--- config.mk ---
export PLATFORM = sky130hd
export DESIGN_NAME = enc_poll_ctrl
export DESIGN_NICKNAME = d
export VERILOG_FILES = /design/src/rtl/enc_pkg.sv /design/src/rtl/poll_timer.sv /design/src/rtl/enc_poll_ctrl.sv
export SDC_FILE = /design/constraint.sdc
export NUM_CORES = 1
export LEC_CHECK = 0
export CAP_MARGIN = 20
export CORE_ASPECT_RATIO = 1.1
export CORE_MARGIN = 1.5
export CORE_UTILIZATION = 49
export CTS_CLUSTER_SIZE = 8
export DETAILED_ROUTE_END_ITERATION = 10
export PLACE_DENSITY = 0.92
export SETUP_SLACK_MARGIN = 0.4
export SKIP_LAST_GASP = 1
export SLEW_MARGIN = 20
export SYNTH_ARGS = -nofsm -noshare
export SYNTH_HDL_FRONTEND = slang
export SYNTH_HIERARCHICAL = 1
export SYNTH_SLANG_ARGS = --single-unit
--- constraint.sdc ---
create_clock -name clk -period 4.8 [get_ports clk]
set_input_delay 0.48 -clock clk [delete_from_list [all_inputs] [get_ports clk]]
set_output_delay 0.48 -clock clk [all_outputs]
set_load 0.01 [all_outputs]
--- src/rtl/enc_pkg.sv ---
// Shared types and address map for the encoder-block poll controller.
// The channel-search helpers keep the FSM free of inline loops.
package enc_pkg;

   typedef enum logic [2:0] {
      IDLE, SNAP, SCAN, RD_LO, RD_HI, CAP, PUSH, HOST
   } poll_state_t;

   localparam int          NUM_CH        = 8;
   localparam logic [15:0] ENC_POS_BASE  = 16'h0040;
   localparam logic [15:0] ENC_CH_STRIDE = 16'h0008;
   localparam logic [15:0] ENC_HI_OFS    = 16'h0002;

   // Lowest enabled channel at or above 'from'; NUM_CH when none remains.
   function automatic logic [3:0] next_ch(input logic [7:0] mask, input logic [3:0] from);
      next_ch = 4'(NUM_CH);
      for (int i = NUM_CH - 1; i >= 0; i--) begin
         if (mask[i] && (4'(i) >= from)) next_ch = 4'(i);
      end
   endfunction

   function automatic logic no_ch_above(input logic [7:0] mask, input logic [3:0] cur);
      no_ch_above = 1'b1;
      for (int i = 0; i < NUM_CH; i++) begin
         if (mask[i] && (4'(i) > cur)) no_ch_above = 1'b0;
      end
   endfunction

endpackage

--- src/rtl/poll_timer.sv ---
// Free-running poll period counter; emits a one-cycle tick every 'period' clocks
// while enabled, and sits at zero otherwise.
module poll_timer #(
   parameter int PERIOD_W = 24
) (
   input  logic                clk,
   input  logic                sclr,
   input  logic                enable,
   input  logic [PERIOD_W-1:0] period,
   output logic                tick
);

   logic [PERIOD_W-1:0] cnt_q, cnt_d;
   logic                run;

   // The >= compare lets a shrinking period fire at once instead of wrapping.
   always_comb begin
      run  = enable && (period != '0);
      tick = run && (cnt_q >= (period - PERIOD_W'(1)));
      if (!run || tick) cnt_d = '0;
      else              cnt_d = cnt_q + PERIOD_W'(1);
   end

   always_ff @(posedge clk) begin
      if (sclr) cnt_q <= '0;
      else      cnt_q <= cnt_d;
   end

endmodule

--- src/rtl/enc_poll_ctrl.sv ---
// Encoder-block bus master: snapshots all channels, reads the enabled positions
// and streams them out; host reads are slotted in between channel reads.
module enc_poll_ctrl
   import enc_pkg::*;
#(
   parameter logic [15:0] BAR       = 16'h0000,
   parameter logic [15:0] IDLE_ADDR = 16'hFFFF,
   parameter int          PERIOD_W  = 24
) (
   input  logic                clk,
   input  logic                sclr,
   input  logic                enable,
   input  logic [PERIOD_W-1:0] period,
   input  logic [7:0]          ch_mask,
   input  logic                sw_trig,
   output logic [15:0]         enc_rdaddr,
   input  logic [15:0]         enc_rddata,
   output logic                enc_snap,
   input  logic                host_rdreq,
   input  logic [15:0]         host_rdaddr,
   output logic                host_rdack,
   output logic [15:0]         host_rddata,
   output logic                out_valid,
   input  logic                out_ready,
   output logic [31:0]         out_data,
   output logic [2:0]          out_ch,
   output logic                out_last,
   output logic                busy,
   output logic                overrun
);

   poll_state_t state_q, state_d, ret_q, ret_d;
   logic        host_ph_q, host_ph_d;
   logic [3:0]  ch_q, ch_d;
   logic [7:0]  mask_l_q, mask_l_d;
   logic [15:0] lo_q, lo_d, hi_q, hi_d;
   logic [15:0] host_rddata_q, host_rddata_d;
   logic        overrun_q, overrun_d;
   logic        tick, start, last;
   logic [3:0]  nxt_ch;
   logic [15:0] ch_addr;

   poll_timer #(.PERIOD_W(PERIOD_W)) u_timer (
      .clk    (clk),
      .sclr   (sclr),
      .enable (enable),
      .period (period),
      .tick   (tick)
   );

   assign start   = tick | sw_trig;
   assign nxt_ch  = next_ch(mask_l_q, ch_q);
   assign last    = no_ch_above(mask_l_q, ch_q);
   assign ch_addr = BAR + ENC_POS_BASE + (16'(ch_q) * ENC_CH_STRIDE);

   // NOTE: registers take only non-blocking updates; everything combinational is
   // computed in always_comb so no block both reads and writes the same flop.
   always_ff @(posedge clk) begin
      if (sclr) begin
         state_q       <= IDLE;
         ret_q         <= IDLE;
         host_ph_q     <= 1'b0;
         ch_q          <= '0;
         mask_l_q      <= '0;
         lo_q          <= '0;
         hi_q          <= '0;
         host_rddata_q <= '0;
         overrun_q     <= 1'b0;
      end else begin
         state_q       <= state_d;
         ret_q         <= ret_d;
         host_ph_q     <= host_ph_d;
         ch_q          <= ch_d;
         mask_l_q      <= mask_l_d;
         lo_q          <= lo_d;
         hi_q          <= hi_d;
         host_rddata_q <= host_rddata_d;
         overrun_q     <= overrun_d;
      end
   end

   // NOTE: every signal gets its hold value first, so no path leaves one unassigned.
   always_comb begin
      state_d       = state_q;
      ret_d         = ret_q;
      host_ph_d     = host_ph_q;
      ch_d          = ch_q;
      mask_l_d      = mask_l_q;
      lo_d          = lo_q;
      hi_d          = hi_q;
      host_rddata_d = host_rddata_q;
      overrun_d     = overrun_q | (start && (state_q != IDLE));
      case (state_q)
         IDLE: begin
            if (host_rdreq) begin
               state_d   = HOST;
               ret_d     = IDLE;
               host_ph_d = 1'b0;
            end else if (start && (ch_mask != '0)) begin
               state_d = SNAP;
            end
         end
         SNAP: begin
            mask_l_d = ch_mask;
            ch_d     = '0;
            state_d  = SCAN;
         end
         SCAN: begin
            if (host_rdreq) begin
               state_d   = HOST;
               ret_d     = SCAN;
               host_ph_d = 1'b0;
            end else if (nxt_ch[3]) begin
               state_d = IDLE;
            end else begin
               ch_d    = nxt_ch;
               state_d = RD_LO;
            end
         end
         RD_LO: state_d = RD_HI;
         RD_HI: begin
            lo_d    = enc_rddata;
            state_d = CAP;
         end
         CAP: begin
            hi_d    = enc_rddata;
            state_d = PUSH;
         end
         PUSH: begin
            if (out_ready) begin
               if (last) begin
                  state_d = IDLE;
               end else begin
                  ch_d    = ch_q + 4'd1;
                  state_d = SCAN;
               end
            end
         end
         HOST: begin
            if (!host_ph_q) begin
               host_ph_d = 1'b1;
            end else begin
               host_ph_d     = 1'b0;
               host_rddata_d = enc_rddata;
               state_d       = ret_q;
            end
         end
         default: state_d = IDLE;
      endcase
   end

   // Returned host data passes straight through in the ack cycle, then holds.
   always_comb begin
      enc_rdaddr  = IDLE_ADDR;
      enc_snap    = 1'b0;
      host_rdack  = 1'b0;
      host_rddata = host_rddata_q;
      out_valid   = 1'b0;
      out_last    = 1'b0;
      case (state_q)
         SNAP:  enc_snap = 1'b1;
         RD_LO: enc_rdaddr = ch_addr;
         RD_HI: enc_rdaddr = ch_addr + ENC_HI_OFS;
         PUSH: begin
            out_valid = 1'b1;
            out_last  = last;
         end
         HOST: begin
            if (!host_ph_q) begin
               enc_rdaddr = host_rdaddr;
            end else begin
               host_rdack  = 1'b1;
               host_rddata = enc_rddata;
            end
         end
         default: ;
      endcase
   end

   assign out_data = {hi_q, lo_q};
   assign out_ch   = ch_q[2:0];
   assign busy     = (state_q != IDLE) && (state_q != HOST);
   assign overrun  = overrun_q;

endmodule

==> results.json, run 1 <==
{
  "slew_headroom": 0.4536,
  "ys_seq_elements": 90,
  "wl_met3_um": 785,
  "sw_frac_of_total": 0.3580,
  "p_comb_frac": 0.412,
  "synthCells": 618,
  "cts_buffer_depth": 2,
  "die-area_um2": 10950,
  "max_freq_mhz": 236.5,
  "cts_hold_buf": 0,
  "setup_viol": 0,
  "grt-ovfl-total": 0,
  "dp.cells": 861,
  "drt_iter0_drc": 319,
  "vdd_drop_max_uv": 294.6,
  "dp_hpwl_um": 10680,
  "holdPathStages": 2,
  "yosys.cell_types.count": 65,
  "cts_made_buffers": 9,
  "seq_power_share": 0.387,
  "clk_latency_ps": 360,
  "outcome": "completed",
  "critPathMaxFanout": 4,
  "wire_per_inst_um": 16.23,
  "r2r-end": "host_rddata_q[15]$_SDFF_PP0_",
  "totalPowerFinal_mw": 2.368,
  "cp-end-kind": "flop",
  "fillers": 785,
  "htree_num_levels": 3,
  "ff2ff_path_depth": 6,
  "worstMarginPinSlew_ps": 818.5,
  "synth.avg_cell_area_um2": 8.194,
  "nets": 856,
  "wl_met1_um": 5427,
  "core_area_um2": 9937,
  "ys_top_cells_by_area": "dfxtp_1, nand2_1, ha_1",
  "hold_path.startpoint": "hi_q[0]$_SDFFE_PP0P_",
  "period_share": 0.8810,
  "synth_warnings": 6,
  "clockPowerShare": 0.200,
  "netSwitchingPower_uw": 847.7,
  "p_per_area_nw_per_um2": 345.3,
  "antenna_cells": 0,
  "cts.clk_slew.worst_paths_ps": 80,
  "ios": 143,
  "antenna_left": 0,
  "p_leak_nw": 2.566,
  "grt_pass1_wl_um": 22090,
  "synth_top_area_share": 0.3558,
  "reg2reg_from": "state_q[2]$_SDFFE_PP0P_",
  "num_vias": 5013,
  "ys.flop_type": "dfxtp_1",
  "drv_slew": 0,
  "whs_endpoint": "hi_q[0]$_SDFFE_PP0P_",
  "synth.cell_area_um2": 5064,
  "syn_nets": 717,
  "gp_congestion": 0.8696,
  "hold_viol": 0,
  "synth-seq-area-share": 0.3558,
  "max_cap_violations": 0,
  "rows": 38,
  "cts_num_sinks": 90,
  "start_util": 0.5096,
  "crit_type": "input pin to flop",
  "grt_max_degree": 71,
  "final_cells": 882,
  "fin_crit_ps": 4229,
  "vias_per_cell": 5.684,
  "wl_met2_um": 7590,
  "drive_gt1_frac": 0.1024,
  "syn_to_final_growth_pct": 35.43,
  "rsz0062_at_grt": "false",
  "grt_usage": 0.2543,
  "first_pass_iters": 4,
  "drcViolationCount": 0,
  "wl_um": 14310,
  "yosys.area.top_type": "dfxtp_1",
  "startpoint_type": "input pin",
  "min_path_type": "flop to flop",
  "clock_skew_ps": 12.19,
  "die_w_um": 99.93,
  "crit_arrival_ps": 4450,
  "async_flop_share": 0,
  "cts_root_buffer": "clkbuf_8",
  "setup_slack_ps": 571.3,
  "antenna_found_initial": 0,
  "cts_tree": "built",
  "dieHeight_um": 109.6,
  "synth_edf_count": 0,
  "r2r_setup_slack_ps": 2090,
  "first_global_vias": 4958,
  "highest_layer": "met4",
  "portBuffers": 142,
  "critPathRequiredTime_ps": 5020,
  "internal-power_mw": 1.520,
  "dp_slack_ps": -94.42
}
placed cells by master, fill, tap and decap left out, types with 3 or more instances in the layout:
| cell | n |
|---|---|
| and4_1 | 4 |
| inv_1 | 15 |
| nor4_1 | 7 |
| ha_1 | 29 |
| xnor2_1 | 24 |
| a31oi_1 | 3 |
| a21oi_1 | 53 |
| or3_1 | 3 |
| xor2_1 | 20 |
| o21ai_0 | 22 |
| or3b_1 | 3 |
| or2_2 | 4 |
| nand2b_1 | 4 |
| dfxtp_1 | 90 |
| dlymetal6s2s_1 | 4 |
| and3_1 | 7 |
| or3_4 | 4 |
| buf_4 | 16 |
| o22ai_1 | 4 |
| nor4_2 | 3 |
| clkdlybuf4s50_1 | 137 |
| mux2_2 | 16 |
| a211oi_1 | 3 |
| clkbuf_8 | 10 |
| nor2_1 | 56 |
| or4_1 | 4 |
| nor2b_1 | 22 |
| o21ai_1 | 3 |
| a22oi_1 | 3 |
| nand2_1 | 97 |
| nand3_1 | 18 |
| a21o_1 | 11 |
| nor3_1 | 9 |
power by group through the flow:
stage	sequential [mW]	combinational [mW]	clock [mW]
2_1_floorplan	0.903	0.546	0
3_3_place_gp	0.928	0.936	0
3_5_place_dp	0.933	0.964	0
5_1_grt	0.930	1.06	0.511
4_1_cts	0.915	0.973	0.486
6_report	0.917	0.977	0.474
per-stage QoR:
stage               TNS (ps)  instance area [um2]  hold slack (ps)    util
finish                     0                 6858            457.9  0.6901
global route               0                 6858            475.2  0.6901
global placement           0                 6559            442.0  0.6600
detailed placement    -94.42                 6559            448.7  0.6600
CTS                        0                 6754            460.3  0.6797
floorplan                  0                 5064            452.2       -
routing by layer:
layer,track usage,vias up
li1,-,2423
met4,0.1398,0
met3,0.04450,49
met1,0.2666,2351
met5,0,-
met2,0.4806,190
worst max-delay path, cell delays in order:
cell and delay [ps]:
clkdlybuf4s50_1 480, nor3_2 240, or3b_1 430, or3_4 390, or3_4 400, or3_4 340
xor2_1 160, ha_1 320, nand2_2 110, nor2_1 80, a211oi_2 200, o2111a_1 240
and2_4 180, nor2_4 30, o21ai_1 120, a21oi_1 70, o21ai_1 100, a21oi_1 70
layout make-up:
class                      instances  area (um2)  share of cell area
multi-input combinational        483        3126              0.4558
sequential                        90        1802              0.2627
timing repair buffer             158        1546              0.2255
tap                              120       150.1             0.02189
clock buffer                      11       141.4             0.02062
inverter                          15       56.30            0.008210
clock inverter                     5       36.28            0.005291
cells in the mapped netlist (3+ instances only):
library cell   n
a211oi_1       4
a21o_1        11
a21oi_1       53
a22oi_1        3
a31oi_1        3
and2_1         3
and3_1         7
and4_1         4
buf_2          3
buf_4          6
clkbuf_1      19
dfxtp_1       90
ha_1          29
inv_1         15
mux2_2        16
nand2_1       98
nand2b_1       4
nand3_1       18
nor2_1        58
nor2b_1       22
nor3_1        11
nor4_1         9
o21ai_0       24
o22ai_1        4
or2_2          4
or3_1          4
or3_4          3
or3b_1         3
or4_1          4
xnor2_1       24
xor2_1        20
state kept, by name (all words and copies together), names as in the netlist:
signal / count
u_timer/cnt_q: 24
hi_q: 16
host_rddata_q: 16
lo_q: 16
mask_l_q: 8
ch_q: 4
state_q: 3
host_ph_q: 1
overrun: 1
ret_q: 1
worst max path at each step:
stage                   start                       to  slack, ps  cells after the start
global route        period[2]  state_q[0]$_SDFFE_PP0P_        430                     18
CTS                 period[5]  state_q[0]$_SDFFE_PP0P_        410                     18
floorplan           period[5]  state_q[0]$_SDFFE_PP0P_        700                     17
finish              period[2]  state_q[0]$_SDFFE_PP0P_        570                     18
detailed placement  period[5]  state_q[0]$_SDFFE_PP0P_        -90                     18
global placement    period[5]  state_q[0]$_SDFFE_PP0P_         80                     18
logic make-up after synthesis:
family / after synthesis / synth area share
AND/OR/NAND/NOR: 265 / 0.2575
multiplexers: 18 / 0.03954
flip-flops: 90 / 0.3558
XOR/XNOR: 44 / 0.07611
adder cells (fa/ha/maj): 29 / 0.07166
AO/OA/AOI/OAI: 127 / 0.1579
buffers and inverters: 45 / 0.04151
timing repair:
item / CTS / global route
gates resized for setup: 3 / 17
pin swaps: 1 / 11
setup endpoints to repair: 1 / 21
hold endpoints to repair: 0 / 0
buffers inserted: 0 / 5
(Power assumes the default switching activity.)
==> run 2, diff against run 1 <==
- CORE_UTILIZATION: 49 -> 37
- CTS_CLUSTER_DIAMETER: default -> 50
- PLACE_DENSITY: 0.92 -> 0.75
- SKIP_CTS_REPAIR_TIMING: default -> 1
==> run 2 against run 1 <==
Net effect:
- die area is 31% higher
- critical endpoint unchanged
- maximum frequency up 0.95%
- core utilization fell by 16 points
- clock skew shrank 2.8 ps
==> results.json, run 2 (synthesis gave the netlist of run 1 again) <==
{
  "nets": 854,
  "cts_num_sinks": 90,
  "hold_viol": 0,
  "p_per_area_nw_per_um2": 368.7,
  "cts_tree": "built",
  "dp_hpwl_um": 9848,
  "cts_buffer_depth": 2,
  "p_leak_nw": 2.597,
  "grt_max_degree": 71,
  "grt-ovfl-total": 0,
  "htree_num_levels": 3,
  "outcome": "completed",
  "wire_per_inst_um": 14.31,
  "cts_made_buffers": 9,
  "vdd_drop_max_uv": 270.6,
  "cts_root_buffer": "clkbuf_16",
  "vias_per_cell": 5.063,
  "cp-end-kind": "flop",
  "drt_iter0_drc": 243,
  "critPathMaxFanout": 4,
  "min_path_type": "flop to flop",
  "setup_viol": 0,
  "rsz0062_at_grt": "false",
  "wl_um": 13510,
  "crit_type": "input pin to flop",
  "grt_usage": 0.1891,
  "cts.clk_slew.worst_paths_ps": 70,
  "startpoint_type": "input pin",
  "max_freq_mhz": 238.7,
  "top_register": "u_timer/cnt_q",
  "antenna_left": 0,
  "first_global_vias": 4544,
  "ios": 143,
  "first_pass_iters": 5,
  "portBuffers": 142,
  "die-area_um2": 14400,
  "fin_crit_ps": 4189,
  "largest_reg_flops": 24,
  "drv_slew": 0,
  "clk_latency_ps": 340,
  "worstMarginPinSlew_ps": 980.1,
  "num_vias": 4779,
  "dieHeight_um": 125.7,
  "period_share": 0.8726,
  "final_cell_mix": "clkdlybuf4s50_1, nand2_1, dfxtp_1",
  "antenna_cells": 0,
  "critPathRequiredTime_ps": 5060,
  "core_area_um2": 13270,
  "grt_pass1_wl_um": 22150,
  "crit_arrival_ps": 4450,
  "final_core_util": 0.5295,
  "fillers": 1262,
  "totalPowerFinal_mw": 2.590,
  "gp_congestion": 0.8403,
  "drcViolationCount": 0,
  "clock_skew_ps": 9.382,
  "start_util": 0.3816,
  "drive_gt1_frac": 0.09868,
  "antenna_found_initial": 0,
  "die_w_um": 114.5,
  "rows": 44,
  "max_cap_violations": 0,
  "mostFrequentLayoutCell": "clkdlybuf4s50_1",
  "slew_headroom": 0.3442,
  "syn_to_final_growth_pct": 38.74
}
[run 2: changes by cell type in the layout (fill, tap and decap cells not counted), moves of 2 or more]
cell       change
buf_4          -2
clkbuf_16      +9
clkbuf_8      -10
clkinv_2       -2
inv_8          +3
nor3_2         +2
[run 2: metal layers]
metal,up-vias,part of all wire,GRT usage
met4,0,0.012,0.06103
met3,12,0.045,0.03561
met2,114,0.48,0.3167
met1,2234,0.46,0.2446
met5,-,0,0
li1,2419,-,-
[run 2: stage by stage]
| stage | setup TNS [ps] | cell area [um2] | hold WS (ps) | instances | setup WS [ps] |
|---|---|---|---|---|---|
| finish | 0 | 7025 | 453.5 | 944 | 611.3 |
| global route | 0 | 7025 | 479.2 | 944 | 393.1 |
| CTS | 0 | 6932 | 456.1 | 941 | 242.4 |
| detailed placement | -99.77 | 6639 | 440.9 | 925 | -99.77 |
| global placement | 0 | 6639 | 434.2 | 925 | 67.09 |
| floorplan | 0 | 5064 | 452.2 | 618 | 700.4 |
[run 2: layout make-up]
type / instances / area (um2) / share of cell area
clock inverters: 7 / 67.56 / 0.009617
inverters: 15 / 56.30 / 0.008014
flip-flops and latches: 90 / 1802 / 0.2565
multi-input cells: 483 / 3113 / 0.4431
repair buffers: 156 / 1531 / 0.2180
clock buffers: 9 / 225.2 / 0.03206
well taps: 184 / 230.2 / 0.03277
[run 2: worst paths after layout]
path                                start                           to  slack [ps]  cells past startpoint
setup / recovery                period[2]      state_q[0]$_SDFFE_PP0P_         610                     18
hold / removal       lo_q[4]$_SDFFE_PP0P_         lo_q[4]$_SDFFE_PP0P_         450                      2
setup reg to reg  state_q[2]$_SDFFE_PP0P_  host_rddata_q[5]$_SDFF_PP0_        1970                      6
hold reg to reg      lo_q[4]$_SDFFE_PP0P_         lo_q[4]$_SDFFE_PP0P_         450                      2
[run 2: critical path, cell delays in order]
cell,delay (ps)
clkdlybuf4s50_1,470
nor3_2,220
or3b_1,420
or3_4,400
or3_4,390
or3_4,370
xor2_1,150
ha_1,300
nand2_1,80
nor3_2,170
o2111ai_1,140
o21bai_4,200
and2_4,190
nor2_4,100
o21ai_1,60
a21oi_1,120
o21ai_1,80
a21oi_1,120
[run 2: report_power, final]
group	internal (mW)	leakage [nW]	switching [mW]
clock	0.367	0.142	0.328
combinational	0.494	1.73	0.483
sequential	0.822	0.729	0.0963
==> run 3, diff against run 2 <==
- GPL_TIMING_DRIVEN: default -> 1
==> results of run 3 <==
Final layout, timing and power as in run 2 (identical DEF).
